--- config.mk ---
export PLATFORM = sky130hd
export DESIGN_NAME = mdu_hilo
export DESIGN_NICKNAME = d
export VERILOG_FILES = /design/src/rtl/mdu_hilo.sv
export SDC_FILE = /design/constraint.sdc
export NUM_CORES = 1
export LEC_CHECK = 0
export CAP_MARGIN = 15
export CORE_ASPECT_RATIO = 1.25
export CORE_UTILIZATION = 55
export DETAILED_ROUTE_END_ITERATION = 10
export GPL_TIMING_DRIVEN = 0
export HOLD_SLACK_MARGIN = 0.1
export PLACE_DENSITY = 0.75
export SYNTH_ARGS = -nofsm -noshare
export SYNTH_HDL_FRONTEND = slang
export SYNTH_SLANG_ARGS = --single-unit
--- constraint.sdc ---
create_clock -name clk -period 8.88 [get_ports clk]
set_input_delay 1.776 -clock clk [delete_from_list [all_inputs] [get_ports clk]]
set_output_delay 1.776 -clock clk [all_outputs]
set_load 0.02 [all_outputs]
--- src/rtl/mdu_hilo.sv ---
`default_nettype none
// ============================================================================
// Module      : mdu_hilo
// Description : Iterative multiply/divide unit holding the HI/LO register
//               pair. Executes MULT, MULTU, DIV and DIVU in a fixed 33-cycle
//               run (32 iterations + 1 fix-up cycle) and supports MTHI/MTLO.
//
// Ports       : clk, rst_n        clock, asynchronous active-low reset
//               A, B              operands (rs, rt)
//               MDFun             00 MULT, 01 MULTU, 10 DIV, 11 DIVU
//               start             launch MDFun on A, B (ignored while busy)
//               mthi, mtlo        write A into HI / LO (idle, no start)
//               HI, LO            result registers
//               busy              operation in progress
//               done              one-cycle pulse, HI/LO hold new result
//               DivZero           last divide had B == 0
//
// Revision    : 1.0 - initial release
// ============================================================================
module mdu_hilo #(
    parameter int WIDTH = 32
) (
    input  logic             clk,
    input  logic             rst_n,
    input  logic [WIDTH-1:0] A,
    input  logic [WIDTH-1:0] B,
    input  logic [1:0]       MDFun,
    input  logic             start,
    input  logic             mthi,
    input  logic             mtlo,
    output logic [WIDTH-1:0] HI,
    output logic [WIDTH-1:0] LO,
    output logic             busy,
    output logic             done,
    output logic             DivZero
);

    localparam logic [1:0] c_st_idle = 2'd0;
    localparam logic [1:0] c_st_run  = 2'd1;
    localparam logic [1:0] c_st_fix  = 2'd2;

    localparam logic [4:0] c_last_iter = 5'd31;

    logic [1:0]         r_state;
    logic [1:0]         w_state_nxt;

    logic [4:0]         r_count;
    logic               r_is_div;
    logic               r_sa;
    logic               r_sb;
    logic               r_bzero;
    logic [WIDTH-1:0]   r_a_orig;
    logic [WIDTH-1:0]   r_opa;       // |A|: multiplicand or (unused) for divide
    logic [WIDTH-1:0]   r_opb;       // |B|: divisor
    logic [2*WIDTH-1:0] r_acc;       // multiply accumulator, multiplier in low half
    logic [WIDTH-1:0]   r_rem;       // divide partial remainder (always < divisor)
    logic [WIDTH-1:0]   r_quot;      // dividend shifting out, quotient shifting in
    logic [WIDTH-1:0]   r_hi;
    logic [WIDTH-1:0]   r_lo;
    logic               r_done;
    logic               r_div_zero;

    logic               w_signed_op;
    logic [WIDTH-1:0]   w_abs_a;
    logic [WIDTH-1:0]   w_abs_b;
    logic [WIDTH:0]     w_mul_sum;
    logic [WIDTH:0]     w_div_shift;
    logic               w_div_fits;
    logic [WIDTH-1:0]   w_div_diff;
    logic [2*WIDTH-1:0] w_prod_fix;
    logic [WIDTH-1:0]   w_quot_fix;
    logic [WIDTH-1:0]   w_rem_fix;

    // ------------------------------------------------------------------
    // Operand conditioning. Negating 0x80000000 yields 0x80000000, which
    // read as unsigned is exactly its magnitude.
    // ------------------------------------------------------------------
    assign w_signed_op = ~MDFun[0];
    assign w_abs_a     = (w_signed_op && A[WIDTH-1]) ? (~A + 1'b1) : A;
    assign w_abs_b     = (w_signed_op && B[WIDTH-1]) ? (~B + 1'b1) : B;

    // Multiply step: conditional add into the upper half with carry out;
    // the carry becomes the new MSB after the right shift.
    assign w_mul_sum = {1'b0, r_acc[2*WIDTH-1:WIDTH]}
                     + (r_acc[0] ? {1'b0, r_opa} : {(WIDTH+1){1'b0}});

    // Divide step: the shifted remainder needs one extra bit. When the trial
    // subtraction succeeds the true difference is below the divisor, so the
    // low WIDTH bits of a WIDTH-bit subtraction are exact.
    assign w_div_shift = {r_rem, r_quot[WIDTH-1]};
    assign w_div_fits  = (w_div_shift >= {1'b0, r_opb});
    assign w_div_diff  = w_div_shift[WIDTH-1:0] - r_opb;

    // Sign fix-up for the final write.
    assign w_prod_fix = (r_sa ^ r_sb) ? (~r_acc + 1'b1) : r_acc;
    assign w_quot_fix = (r_sa ^ r_sb) ? (~r_quot + 1'b1) : r_quot;
    assign w_rem_fix  = r_sa ? (~r_rem + 1'b1) : r_rem;

    // ------------------------------------------------------------------
    // State register
    // ------------------------------------------------------------------
    always_ff @(posedge clk or negedge rst_n) begin
        if (!rst_n) begin
            r_state <= c_st_idle;
        end else begin
            r_state <= w_state_nxt;
        end
    end

    // ------------------------------------------------------------------
    // Next-state logic
    // ------------------------------------------------------------------
    always_comb begin
        w_state_nxt = r_state;
        case (r_state)
            c_st_idle: if (start) w_state_nxt = c_st_run;
            c_st_run:  if (r_count == c_last_iter) w_state_nxt = c_st_fix;
            c_st_fix:  w_state_nxt = c_st_idle;
            default:   w_state_nxt = c_st_idle;
        endcase
    end

    // ------------------------------------------------------------------
    // Datapath and architectural registers
    // ------------------------------------------------------------------
    always_ff @(posedge clk or negedge rst_n) begin
        if (!rst_n) begin
            r_count    <= '0;
            r_is_div   <= 1'b0;
            r_sa       <= 1'b0;
            r_sb       <= 1'b0;
            r_bzero    <= 1'b0;
            r_a_orig   <= '0;
            r_opa      <= '0;
            r_opb      <= '0;
            r_acc      <= '0;
            r_rem      <= '0;
            r_quot     <= '0;
            r_hi       <= '0;
            r_lo       <= '0;
            r_done     <= 1'b0;
            r_div_zero <= 1'b0;
        end else begin
            r_done <= 1'b0;
            case (r_state)
                c_st_idle: begin
                    if (start) begin
                        // start takes priority; any concurrent move is dropped
                        r_count    <= '0;
                        r_is_div   <= MDFun[1];
                        r_sa       <= w_signed_op & A[WIDTH-1];
                        r_sb       <= w_signed_op & B[WIDTH-1];
                        r_bzero    <= (B == '0);
                        r_a_orig   <= A;
                        r_opa      <= w_abs_a;
                        r_opb      <= w_abs_b;
                        r_acc      <= {{WIDTH{1'b0}}, w_abs_b};
                        r_rem      <= '0;
                        r_quot     <= w_abs_a;
                        r_div_zero <= 1'b0;
                    end else begin
                        if (mthi) r_hi <= A;
                        if (mtlo) r_lo <= A;
                    end
                end
                c_st_run: begin
                    r_count <= r_count + 1'b1;
                    if (r_is_div) begin
                        r_rem  <= w_div_fits ? w_div_diff : w_div_shift[WIDTH-1:0];
                        r_quot <= {r_quot[WIDTH-2:0], w_div_fits};
                    end else begin
                        r_acc  <= {w_mul_sum, r_acc[WIDTH-1:1]};
                    end
                end
                c_st_fix: begin
                    r_done <= 1'b1;
                    if (!r_is_div) begin
                        r_hi <= w_prod_fix[2*WIDTH-1:WIDTH];
                        r_lo <= w_prod_fix[WIDTH-1:0];
                    end else if (r_bzero) begin
                        // divide by zero: all-ones quotient, dividend as remainder
                        r_hi       <= r_a_orig;
                        r_lo       <= '1;
                        r_div_zero <= 1'b1;
                    end else begin
                        r_hi <= w_rem_fix;
                        r_lo <= w_quot_fix;
                    end
                end
                default: ;
            endcase
        end
    end

    assign HI      = r_hi;
    assign LO      = r_lo;
    assign busy    = (r_state != c_st_idle);
    assign done    = r_done;
    assign DivZero = r_div_zero;

endmodule
`default_nettype wire

======== Word-level counts from Yosys, hierarchy flattened ========
Cells that the tools add are included.
word-level totals
  flip-flop bits (word level) ............. 301
  bits of input ports ..................... 71
  word-level logic and storage cells ...... 97
operators by class
  add/subtract/negate cells ............... 8
  order comparisons ....................... 1
  equality and inequality tests ........... 12
  mux-type cells .......................... 36
  bitwise operators ....................... 9
  reduce and logical (&&, ||, !) cells .... 15
operator list
  cell                     number
  $mux W32                 18
  $pmux W32 S2             4
  $mux W64                 3
  $add A32 B1 Y32 const B  4
  $not A32 Y32             4
  $pmux W64 S2             1
  $add A64 B1 Y64 const B  1
  $not A64 Y64             1
  $add A32 B32 Y33         1
  $ge A33 B32 Y1           1
  $logic_not A32 Y1        1
  $sub A32 B32 Y32         1
  $ne A2 B2 Y1 const B     9
  $reduce_and A3 Y1        4
  $pmux W5 S2              1
  $reduce_and A2 Y1        3
  $reduce_bool A2 Y1       3
  $add A5 B1 Y5 const B    1
  $eq A5 B5 Y1 const B     1
  $mux W5                  1
  $mux W1                  4
  $mux W2                  2
  $pmux W2 S2              1
  $reduce_and A4 Y1        1
  8 further kinds          10

======== Longest topological paths before layout ========
Gate-level depths: netlist (run 1).
  depth in word-level cells ............... 6
  gate-level depth with buffers ........... 14

======== Worst setup path before layout (run 1) ========
Ideal clock, no wire load.
  kind .................................... input -> register
  start ................................... in B[9]
  end ..................................... reg r_opb[27]
  library setup time ...................... 133 ps
  arrival ................................. 3896 ps
  required time ........................... 8747 ps
  setup slack ............................. 4851 ps
  stages on the path ...................... 7
  buffers on the path ..................... 0
  cell sequence ........................... nor4_1 or4b_2 nor3b_1 nand2_1 o41ai_1 xor2_1 o21ai_0
on the way
  longest elaborated chain between the ends .. 3
ends and longest elaborated chain
  element               RTL line  RTL
  start, declared       26        input logic [WIDTH-1:0] B,
  $not A32 Y32          80        assign w_abs_b = (w_signed_op && B[WIDTH-1]) ? (~B + 1'b1) : B;
  $add A32 B1 Y32       80
  $mux W32              80
  end signal, assigned  156       r_opb <= w_abs_b;
  end, declared         54        logic [WIDTH-1:0] r_opb;
No other way between the ends.
A chain may end at the register's enable or synchronous reset.

======== Worst setup path after layout (run 1) ========
  start ................................... in A[4]
  end ..................................... reg r_quot[28]
on the way
  longest elaborated chain between the ends .. 5
ends and longest elaborated chain
  element               RTL line  RTL
  start, declared       25        input logic [WIDTH-1:0] A,
  $not A32 Y32          79        assign w_abs_a = (w_signed_op && A[WIDTH-1]) ? (~A + 1'b1) : A;
  $add A32 B1 Y32       79
  $mux W32              79
  $mux W32              147       if (start) begin
  $pmux W32 S2          145       case (r_state)
  end signal, assigned  159       r_quot <= w_abs_a;
  end signal, assigned  170       r_quot <= {r_quot[WIDTH-2:0], w_div_fits};
  end, declared         57        logic [WIDTH-1:0] r_quot;
No other way between the ends. The select of a mux whose other input is x is not followed.

==> key figures, run 1 <==
Global route
  – First-pass GRT wire length: between 100,000 and 150,000 um
  – Initial antenna violation count: 3
  – Number of global-route vias before repair: 20,487
  – Pin count of the biggest net entering global routing: roughly 100
  – Total congestion overflow: 0
  – GRT Overall Usage: 0.435

Critical path
  – Critical R2R Launch: r_acc[0]
  – Worst reg2reg path endpoint: r_acc[61]
  – Crit-path max FO: 6
  – Worst R2R Path Depth: 14
  – Critical Path Start Type: input pin
  – CP Cell Sequence: clkdlybuf4s50_1 > nor4_1 > nand3_1 > nor3_1 > nand2_1 > o31ai_1 > xor2_1 > nand2_1 > o21ai_0 > o21ai_0
  – R2R Setup Slk: between 4000 and 5000 ps
  – Worst EP required: about 9300 ps
  – Crit path capture type: flip-flop
  – Worst Path Arrival: approximately 5200 ps
  – Setup CP Type: input pin to flip-flop
  – Worst path max stage delay: around 740 ps
  – Slowest CP cell: nor4_1

Yosys
  – #FFs+latches synth: 300
  – Synth Area in Simple Gates: 0.205
  – Top cells by area, synth: dfrtp_1 (36%), o21ai_0 (8.4%), nand2_1 (8.3%)
  – XOR/XNOR Fraction of Synth Area: 0.0977
  – Post-synthesis cell type count: 81
  – Yosys top cell by area: dfrtp_1
  – Compound-gate portion of the synthesized area: 0.231
  – Sequential-to-total area share from yosys stat: 0.361
  – Count leader, synth: nand2_1
  – Mapped Nets: approximately 2,700
  – Yosys warns: 0
  – Top cells by count, synth: nand2_1 (459), o21ai_0 (351), dfrtp_1 (300)
  – Post-synth EDFFs: 0
  – Ys async rst share: 1.00
  – Mux contribution to synthesized area: 0.0145
  – Post-synthesis adder-cell area fraction: 0.0447
  – Gate count after technology mapping: 2,604
  – Share of the synthesized area in the top cell type: 0.361
  – Dominant synthesized flop cell: dfrtp_1
  – Largest family of logic cells by synthesized area: compound AO/OA/AOI/OAI gates
  – Mapped Area: 20,800 um2
  – Mean Syn Cell Area: around 8 um2

Power and ir drop
  – Pwr dens: 462 nW/um2
  – Static Leakage: 10.0 nW
  – VDD IR-drop max: between 200 and 300 uV

Placed design
  – Dpl cells: around 3,200
  – DP Worst Slack: around 3600 ps
  – Routability cong.: around 1
  – Post-DP HPWL: 65,500 um
  – Port Buf Inserts: between 100 and 150

Clock tree
  – Clock Tree Root: clkbuf_16
  – Clk buf depth: 3
  – CTS tree: yes
  – Worst-skew pair later-pin latency: 540 ps
  – H-tree levels: 2
  – Count of hold-fix buffers inserted at cts: 0
  – CTS clk-pin slew, worst paths: around 60 ps
  – Post-CTS setup buffers: 0
  – Num CTS Buffers: 36
  – Post-cts sizing count: 0
  – Clock sink count: 300

Timing
  – Final Max Tran Viols: 0
  – Fin crit share: 0.543
  – Hold slack: ~470 ps
  – Slew headroom: 0.0833
  – Worst-Margin Slew: 1370 ps
  – Clock Skew: roughly 15 ps
  – Max Clock Freq: a little over 200 MHz
  – RSZ-0062 raised after global routing: false
  – Setup violators final: 0
  – Final min period: ~4800 ps
  – Setup slack after layout: approximately 4100 ps
  – Final Hold Viols: 0

Cells and area
  – Share of layout cells above drive strength 1: 0.0428
  – Final non-filler cell total: ~3,300
  – Fillers: 3,253
  – Layout net count: around 3,000
  – P&R area growth vs syn: 15.6%

Die
  – Site Rows: 79
  – Core area: roughly 37,000 um2
  – DIE WIDTH: 176 um
  – Die Y: 219 um
  – Die footprint: 38,600 um2
  – Top-Level Pins: approximately 140
  – Initial Utilization: 0.558

Detailed routing
  – Routed met2 length: a little under 40,000 um
  – Met1 wire length: ~31,000 um
  – Final wirelength: approximately 83,000 um
  – DR WL met3: 7040 um
  – Uppermost layer routed: met4
  – Via Count: between 20,000 and 25,000
  – Routed len/inst: around 25 um
  – Drt pass-1 iters: 6
  – Post-route ant nets: 0
  – # DRC: 0
  – Vias per inst: about 6.4
  – 1st-iter DRT viols: 2,485

Status
  – Status: finished, final reports clean

Min path
  – Hold-critical path depth: 2
  – HP Start: r_a_orig[8]
  – Worst Hold End: r_a_orig[8]
  – Hold crit path type: flip-flop to flip-flop

Run
  – Max cap viols: 0
per-layer routing:
metal,up-vias,GRT usage
met5,-,0
met4,0,0.329
met3,294,0.0735
met2,1176,0.709
met1,10120,0.513
li1,9529,-
flip-flops by register name, summed over array words and instances (netlist names):
| name | count |
|---|---|
| r_state | 2 |
| r_bzero | 1 |
| r_is_div | 1 |
| r_sb | 1 |
| r_sa | 1 |
| r_count | 5 |
| r_a_orig | 32 |
| r_opa | 31 |
| LO | 32 |
| HI | 32 |
| r_quot | 32 |
| done | 1 |
| r_rem | 32 |
| DivZero | 1 |
| r_opb | 32 |
| r_acc | 64 |
layout make-up:
cell class                 instances  area, um2  share of cell area
clock inverter                    10        139             0.00578
clock buffer                      53       1090              0.0452
sequential                       300       7510               0.312
timing repair buffer             134       1400              0.0581
multi-input combinational       2064      12300               0.513
buffer                           172        706              0.0294
tap                              486        608              0.0253
inverter                          68        255              0.0106
antenna                            3       7.51            0.000312
cells in the final DEF, fill, tap and decap left out, drive strengths merged, types with 39 or more instances in the layout:
cell / count
and2: 39
o21ai: 353
inv: 69
clkbuf: 206
nor3: 48
nor2: 163
nand2: 459
dfrtp: 300
xor2: 108
ha: 71
a21oi: 207
xnor2: 124
nand3: 44
clkdlybuf4s50: 128
how the worst max path moves through the flow:
stage / startpoint / endpoint / slack [ps] / cells past startpoint
CTS: A[5] / r_quot[28] / 4140 / 10
global placement: rst_n / r_opb[14] / -7040 / 1
global route: A[5] / r_quot[29] / 3920 / 10
finish: A[4] / r_quot[28] / 4060 / 10
detailed placement: A[5] / r_quot[28] / 3580 / 10
floorplan: B[9] / r_opb[27] / 4850 / 7
cells by family after synthesis:
family	Yosys count
compound gates	808
xor+xnor	232
fa+ha+maj	73
buf+inv	240
flops	300
mux	30
simple gates	921
per-stage QoR:
stage / power, mW / setup TNS, ps / utilization / area (um2)
after global routing: 11.8 / 0 / 0.645 / 24000
after detailed placement: 9.32 / 0 / 0.612 / 22800
after floorplan: 7.05 / 0 / - / 20800
after CTS: 10.9 / 0 / 0.644 / 24000
after global placement: 9.15 / -2099880 / 0.609 / 22700
final: 11.1 / 0 / 0.645 / 24000
report_power, final:
part | internal, mW | switching (mW) | total, mW
Combinational | 2.53 | 4.22 | 6.75
Sequential | 2.03 | 0.769 | 2.80
Clock | 0.935 | 0.623 | 1.56
critical path, delay by kind of cell:
family,cells,cell delay [ps]
xor+xnor,1,340
buf+inv,1,730
compound gates,3,460
simple gates,5,1870
Power figures use the tool's default switching activity.
==> run 2, diff against run 1 <==
Settings changed: PLACE_DENSITY 0.75 to 0.78.
Clock period 8.88 ns to 4.07 ns, I/O delays scaled along.
==> run 2 against run 1 <==
Register-to-register slack got worse by 4000 ps. Wire length fell by 0.92%. Largest power group unchanged. Combinational power rose by 120%. Sequential share of layout area rose by 0.16 points. Clock power rose by 100%. Die area did not move.
==> key figures, run 2 (synthesis results as in run 1) <==
Global route
  – Initial antenna violation count: 3 (unchanged)
  – First-pass GRT wire length: 122,000 um (was 125,000 um)
  – Number of global-route vias before repair: 19,788 (was 20,487)
  – Pin count of the biggest net entering global routing: 114 (was 102)
  – Total congestion overflow: 0 (unchanged)
  – GRT Overall Usage: 0.428 (was 0.435)

Cells and area
  – Fillers: 3,277 (was 3,253)
  – Sequential cell area: 7510 um2 (about the same)
  – Max FFs per register: 64 (unchanged)
  – Most frequent cells in the layout: nand2_1 (459), o21ai_0 (351), dfrtp_1 (299) (was nand2_1 (459), o21ai_0 (351), dfrtp_1 (300))
  – P&R area growth vs syn: 15.0% (was 15.6%)
  – Multi-input logic area: 12,300 um2 (about the same)
  – Layout net count: 2,918 (was 2,920)
  – Final non-filler cell total: 3,288 (was 3,290)
  – Top reg by flops: r_acc (unchanged)
  – Leading cell type in the layout, fill and taps excluded: nand2_1 (unchanged)
  – Post-layout util: 0.642 (was 0.645)
  – Share of layout cells above drive strength 1: 0.0429 (was 0.0428)

Timing
  – Setup violators final: 0 (unchanged)
  – Fin crit share: 0.973
  – Slew headroom: 0.199 (was 0.0833)
  – Hold slack: 294 ps (was 471 ps)
  – Max Clock Freq: 253 MHz
  – Final Max Tran Viols: 0 (unchanged)
  – Final Hold Viols: 0 (unchanged)
  – Final min period: a little under 4000 ps
  – Clock Skew: 26.2 ps (was 15.1 ps)
  – Worst-Margin Slew: 1190 ps (was 1370 ps)

Critical path
  – Worst path max stage delay: 770 ps (was 740 ps)
  – Slowest CP cell: nor4_1 (unchanged)
  – Worst EP required: 4460 ps (was 9270 ps)
  – Worst Path Buf+Inv: 1 (unchanged)
  – Worst Path Arrival: 4350 ps (was 5210 ps)
  – Critical R2R Launch: r_acc[0] (unchanged)
  – CP Cell Sequence: clkdlybuf4s50_1 > nor4_1 > nand3_1 > nor3_1 > nand2_1 > o41ai_1 > xor2_1 > nand2_1 > o21ai_0 > o21ai_0 (was clkdlybuf4s50_1 > nor4_1 > nand3_1 > nor3_1 > nand2_1 > o31ai_1 > xor2_1 > nand2_1 > o21ai_0 > o21ai_0)
  – Critical Path Start Type: input pin (unchanged)
  – R2R Setup Slk: 210 ps (was 4240 ps)
  – Worst reg2reg path endpoint: r_acc[61] (unchanged)
  – Crit path max-delay family: simple AND/OR/NAND/NOR gates (unchanged)
  – Crit path capture type: flip-flop (unchanged)
  – Crit-path max FO: 6 (unchanged)
  – Worst R2R Path Depth: 12 (was 14)
  – Setup CP Type: input pin to flip-flop (unchanged)

Detailed routing
  – Drt pass-1 iters: 9 (was 6)
  – Vias per inst: 6.48 (was 6.42)
  – Routed len/inst: 25.1 um (was 25.3 um)
  – 1st-iter DRT viols: 2,247 (was 2,485)
  – Via Count: 21,309 (was 21,119)
  – # DRC: 0 (unchanged)
  – Final wirelength: 82,600 um (was 83,400 um)
  – Post-route ant nets: 0 (unchanged)

Die
  – Top-Level Pins: 138 (unchanged)
  – Site Rows: 79 (unchanged)
  – Die footprint: 38,600 um2 (unchanged)
  – Die Y: 219 um (unchanged)
  – Core area: 37,300 um2 (unchanged)
  – Initial Utilization: 0.558 (unchanged)
  – DIE WIDTH: 176 um (unchanged)

Clock tree
  – Worst-skew pair later-pin latency: 550 ps (was 540 ps)
  – H-tree levels: 2 (unchanged)
  – CTS clk-pin slew, worst paths: 60 ps (about the same)
  – Post-CTS setup buffers: 0 (unchanged)
  – CTS tree: yes (unchanged)
  – Clk buf depth: 3 (unchanged)
  – Clock sink count: 300 (unchanged)
  – Clock Tree Root: clkbuf_16 (unchanged)
  – Num CTS Buffers: 35 (was 36)

Placed design
  – Dpl cells: 3,223 (unchanged)
  – Port Buf Inserts: 129 (unchanged)
  – Post-DP HPWL: 64,300 um (was 65,500 um)
  – Routability cong.: 1.05 (was 1.03)

Power and ir drop
  – Pwr dens: 1010 nW/um2 (was 462 nW/um2)
  – Total Power: 24.2 mW (was 11.1 mW)
  – VDD IR-drop max: 650 uV (was 298 uV)
  – Static Leakage: 9.96 nW (was 10.0 nW)

Status
  – Status: finished, final reports clean (unchanged)

Run
  – Max cap viols: 0 (unchanged)

Min path
  – Hold crit path type: input pin to async pin (was flip-flop to flip-flop)
## run 2: worst max path at each step
stage,cells after the start,end,slack [ps],start
after CTS,13,r_acc[61],30,r_acc[0]
after floorplan,7,r_opb[27],1000,B[9]
after detailed placement,10,r_quot[29],-190,A[10]
final,10,r_quot[29],110,A[4]
after global placement,1,r_acc[19],-10900,rst_n
after global routing,11,r_rem[29],-3,r_rem[0]
## run 2: layer usage
metal	track usage	wire [um]	up-vias
met2	0.692	38200	1200
met5	0	17	-
li1	-	-	9524
met1	0.522	30900	10281
met4	0.296	6610	2
met3	0.0702	6900	302
## run 2: metrics by stage
step	TNS [ps]	setup WS (ps)	area, um2
2_1_floorplan	0	1000	20800
3_3_place_gp	-3256660	-10900	22700
3_5_place_dp	-321	-186	22800
4_1_cts	0	27.6	23900
5_1_grt	-2.68	-2.68	23900
6_report	0	111	23900
## run 2: repair_timing
action                                  4_1_cts  5_1_grt
endpoints found under the setup margin        0       22
hold buffers                                  0        0
gates resized for setup                       0        5
## run 2: layout make-up
type	count	area share
Clock buffer	51	0.0425
Tap cell	486	0.0254
Inverter	68	0.0107
Antenna cell	2	0.000209
Buffer	171	0.0295
Sequential cell	300	0.314
Timing Repair Buffer	134	0.0577
Clock inverter	12	0.00455
Multi-Input combinational cell	2064	0.515
## run 2: power breakdown
| part | switching (mW) | internal, mW |
|---|---|---|
| Combinational | 9.40 | 5.53 |
| Clock | 1.37 | 1.81 |
| Sequential | 1.68 | 4.43 |
## run 2: worst register-to-register path, stage by stage, from the launching register on
cell and delay, ps:
dfrtp_2 530, clkbuf_1 380, nand2_1 160, fa_1 460, nor2b_1 190, o31a_1 240, nor3_1 100, o31ai_1 440
o221ai_1 280, nand3b_1 330, o221ai_1 280, mux2i_1 210, o211ai_1 100
==> run 3, diff against run 2 <==
Settings changed: CTS_BUF_LIST from default to sky130_fd_sc_hd__clkbuf_8.
==> run 3 against run 2 <==
Critical path depth is the same. Combinational power is essentially flat. Via count rose by 0.23%. Largest cell class unchanged. Highest routed layer is now met4.
==> key figures, run 3 (synthesis results as in run 1) <==
Global route
  – Initial antenna violation count: 2 (was 3)
  – First-pass GRT wire length: 122,000 um (about the same)
  – Total congestion overflow: 0 (unchanged)
  – Pin count of the biggest net entering global routing: 114 (unchanged)
  – Number of global-route vias before repair: 19,889 (was 19,788)
  – GRT Overall Usage: 0.428 (about the same)

Placed design
  – Routability cong.: 1.05 (unchanged)
  – Post-DP HPWL: 64,300 um (unchanged)
  – Dpl cells: 3,223 (unchanged)
  – Port Buf Inserts: 129 (unchanged)
  – DP Worst Slack: -186 ps (unchanged)

Detailed routing
  – Post-route ant nets: 0 (unchanged)
  – DR WL met3: 6950 um (was 6900 um)
  – # DRC: 0 (unchanged)
  – Drt pass-1 iters: 10 (was 9)
  – Routed len/inst: 24.9 um (was 25.1 um)
  – Via Count: 21,359 (was 21,309)
  – Routed met2 length: 37,900 um (was 38,200 um)
  – Vias per inst: 6.45 (was 6.48)
  – Uppermost layer routed: met4 (was met5)
  – Met1 wire length: 31,000 um (was 30,900 um)
  – 1st-iter DRT viols: 2,225 (was 2,247)
  – Final wirelength: 82,500 um (was 82,600 um)

Cells and area
  – P&R area growth vs syn: 14.5% (was 15.0%)
  – Max FFs per register: 64 (unchanged)
  – Share of layout cells above drive strength 1: 0.0492 (was 0.0429)
  – Leading cell type in the layout, fill and taps excluded: nand2_1 (unchanged)
  – Post-layout util: 0.639 (was 0.642)
  – Final non-filler cell total: 3,314 (was 3,288)
  – Layout net count: 2,933 (was 2,918)
  – Top reg by flops: r_acc (unchanged)
  – Most frequent cells in the layout: nand2_1 (459), o21ai_0 (351), dfrtp_1 (299) (unchanged)

Power and ir drop
  – VDD IR-drop max: 753 uV (was 650 uV)
  – Pwr dens: 1000 nW/um2 (was 1010 nW/um2)
  – Static Leakage: 10.0 nW (was 9.96 nW)

Clock tree
  – H-tree levels: 2 (unchanged)
  – Clock Tree Root: clkbuf_8 (was clkbuf_16)
  – CTS clk-pin slew, worst paths: 60 ps (about the same)
  – Clk buf depth: 3 (unchanged)
  – Clock sink count: 300 (unchanged)
  – Post-CTS setup buffers: 0 (unchanged)
  – Num CTS Buffers: 51 (was 35)
  – Worst-skew pair later-pin latency: 670 ps (was 550 ps)
  – CTS tree: yes (unchanged)

Critical path
  – Crit-path max FO: 6 (unchanged)
  – Setup CP Type: input pin to flip-flop (unchanged)
  – Critical R2R Launch: r_acc[26] (was r_acc[0])
  – Worst R2R Path Depth: 10 (was 12)
  – Worst Path Arrival: 4360 ps (was 4350 ps)
  – Critical Path Start Type: input pin (unchanged)
  – R2R Setup Slk: 230 ps (was 210 ps)
  – Worst EP required: 4580 ps (was 4460 ps)
  – Worst reg2reg path endpoint: HI[25] (was r_acc[61])
  – Crit path capture type: flip-flop (unchanged)

Timing
  – Final Hold Viols: 0 (unchanged)
  – Final Max Tran Viols: 0 (unchanged)
  – Slew headroom: 0.163 (was 0.199)
  – Setup slack after layout: 214 ps (was 111 ps)
  – RSZ-0062 raised after global routing: false
  – Fin crit share: 0.947 (was 0.973)
  – Final min period: 3860 ps (was 3960 ps)
  – Worst-Margin Slew: 1240 ps (was 1190 ps)
  – Setup TNS: 0 ps (unchanged)
  – Max Clock Freq: 259 MHz (was 253 MHz)
  – Clock Skew: 30.8 ps (was 26.2 ps)
  – Setup violators final: 0 (unchanged)

Run
  – Max cap viols: 0 (unchanged)

Die
  – Top-Level Pins: 138 (unchanged)
  – Site Rows: 79 (unchanged)
  – Initial Utilization: 0.558 (unchanged)
  – Die Y: 219 um (unchanged)
  – Core area: 37,300 um2 (unchanged)
  – DIE WIDTH: 176 um (unchanged)
  – Die footprint: 38,600 um2 (unchanged)

Min path
  – Hold crit path type: input pin to async pin (unchanged)

Status
  – Status: finished, final reports clean (unchanged)
-- run 3: through the flow --
step | area [um2] | hold slack, ps | power [mW]
finish | 23800 | 180 | 23.9
global route | 23800 | 234 | 25.3
CTS | 23800 | 209 | 23.4
detailed placement | 22800 | 455 | 20.5
global placement | 22700 | 454 | 20.1
floorplan | 20800 | 437 | 15.4
-- run 3: layer usage --
layer  global-route usage  up-vias
met5                    0        -
met4                0.306        0
met3               0.0783      320
met2                0.686     1183
met1                0.519    10293
li1                     -     9563
-- run 3: critical path, cell delays in order --
cell and delay [ps]:
clkdlybuf4s50_1 770, nor4_1 770, nand3_1 270, nor3_1 500, nand2_1 180, o41ai_1 330
xor2_1 410, nand2_1 110, o21ai_0 100, o21ai_0 90
-- run 3: worst max-delay path by stage --
stage                  start  cells past startpoint         end
finish                  A[4]                     10  r_quot[29]
global route        r_acc[0]                     12   r_acc[61]
CTS                 r_acc[0]                     13   r_acc[61]
detailed placement     A[10]                     10  r_quot[29]
global placement       rst_n                      1   r_acc[19]
floorplan               B[9]                      7   r_opb[27]
-- run 3: report_power, final --
| part | internal [mW] | leakage, nW | switching, mW | total, mW |
|---|---|---|---|---|
| Clock | 1.48 | 0.594 | 1.37 | 2.85 |
| Sequential | 4.43 | 3.66 | 1.69 | 6.12 |
| Combinational | 5.53 | 5.74 | 9.37 | 14.9 |
| Total | 11.4 | 10.0 | 12.4 | 23.9 |
-- run 3: layout make-up --
class                      count  area, um2
clock inverter                25        144
timing repair buffer         133       1370
clock buffer                  64        881
multi-input combinational   2064      12300
tap                          486        608
inverter                      68        255
buffer                       171        704
antenna                        3       7.51
sequential                   300       7510
fill                        3307      13500
-- run 3: timing repair --
item                                    4_1_cts  5_1_grt
endpoints found under the setup margin        1       14
resized for setup                             1        5
hold buffers                                  0        0
hold endpoints to repair                      0        0
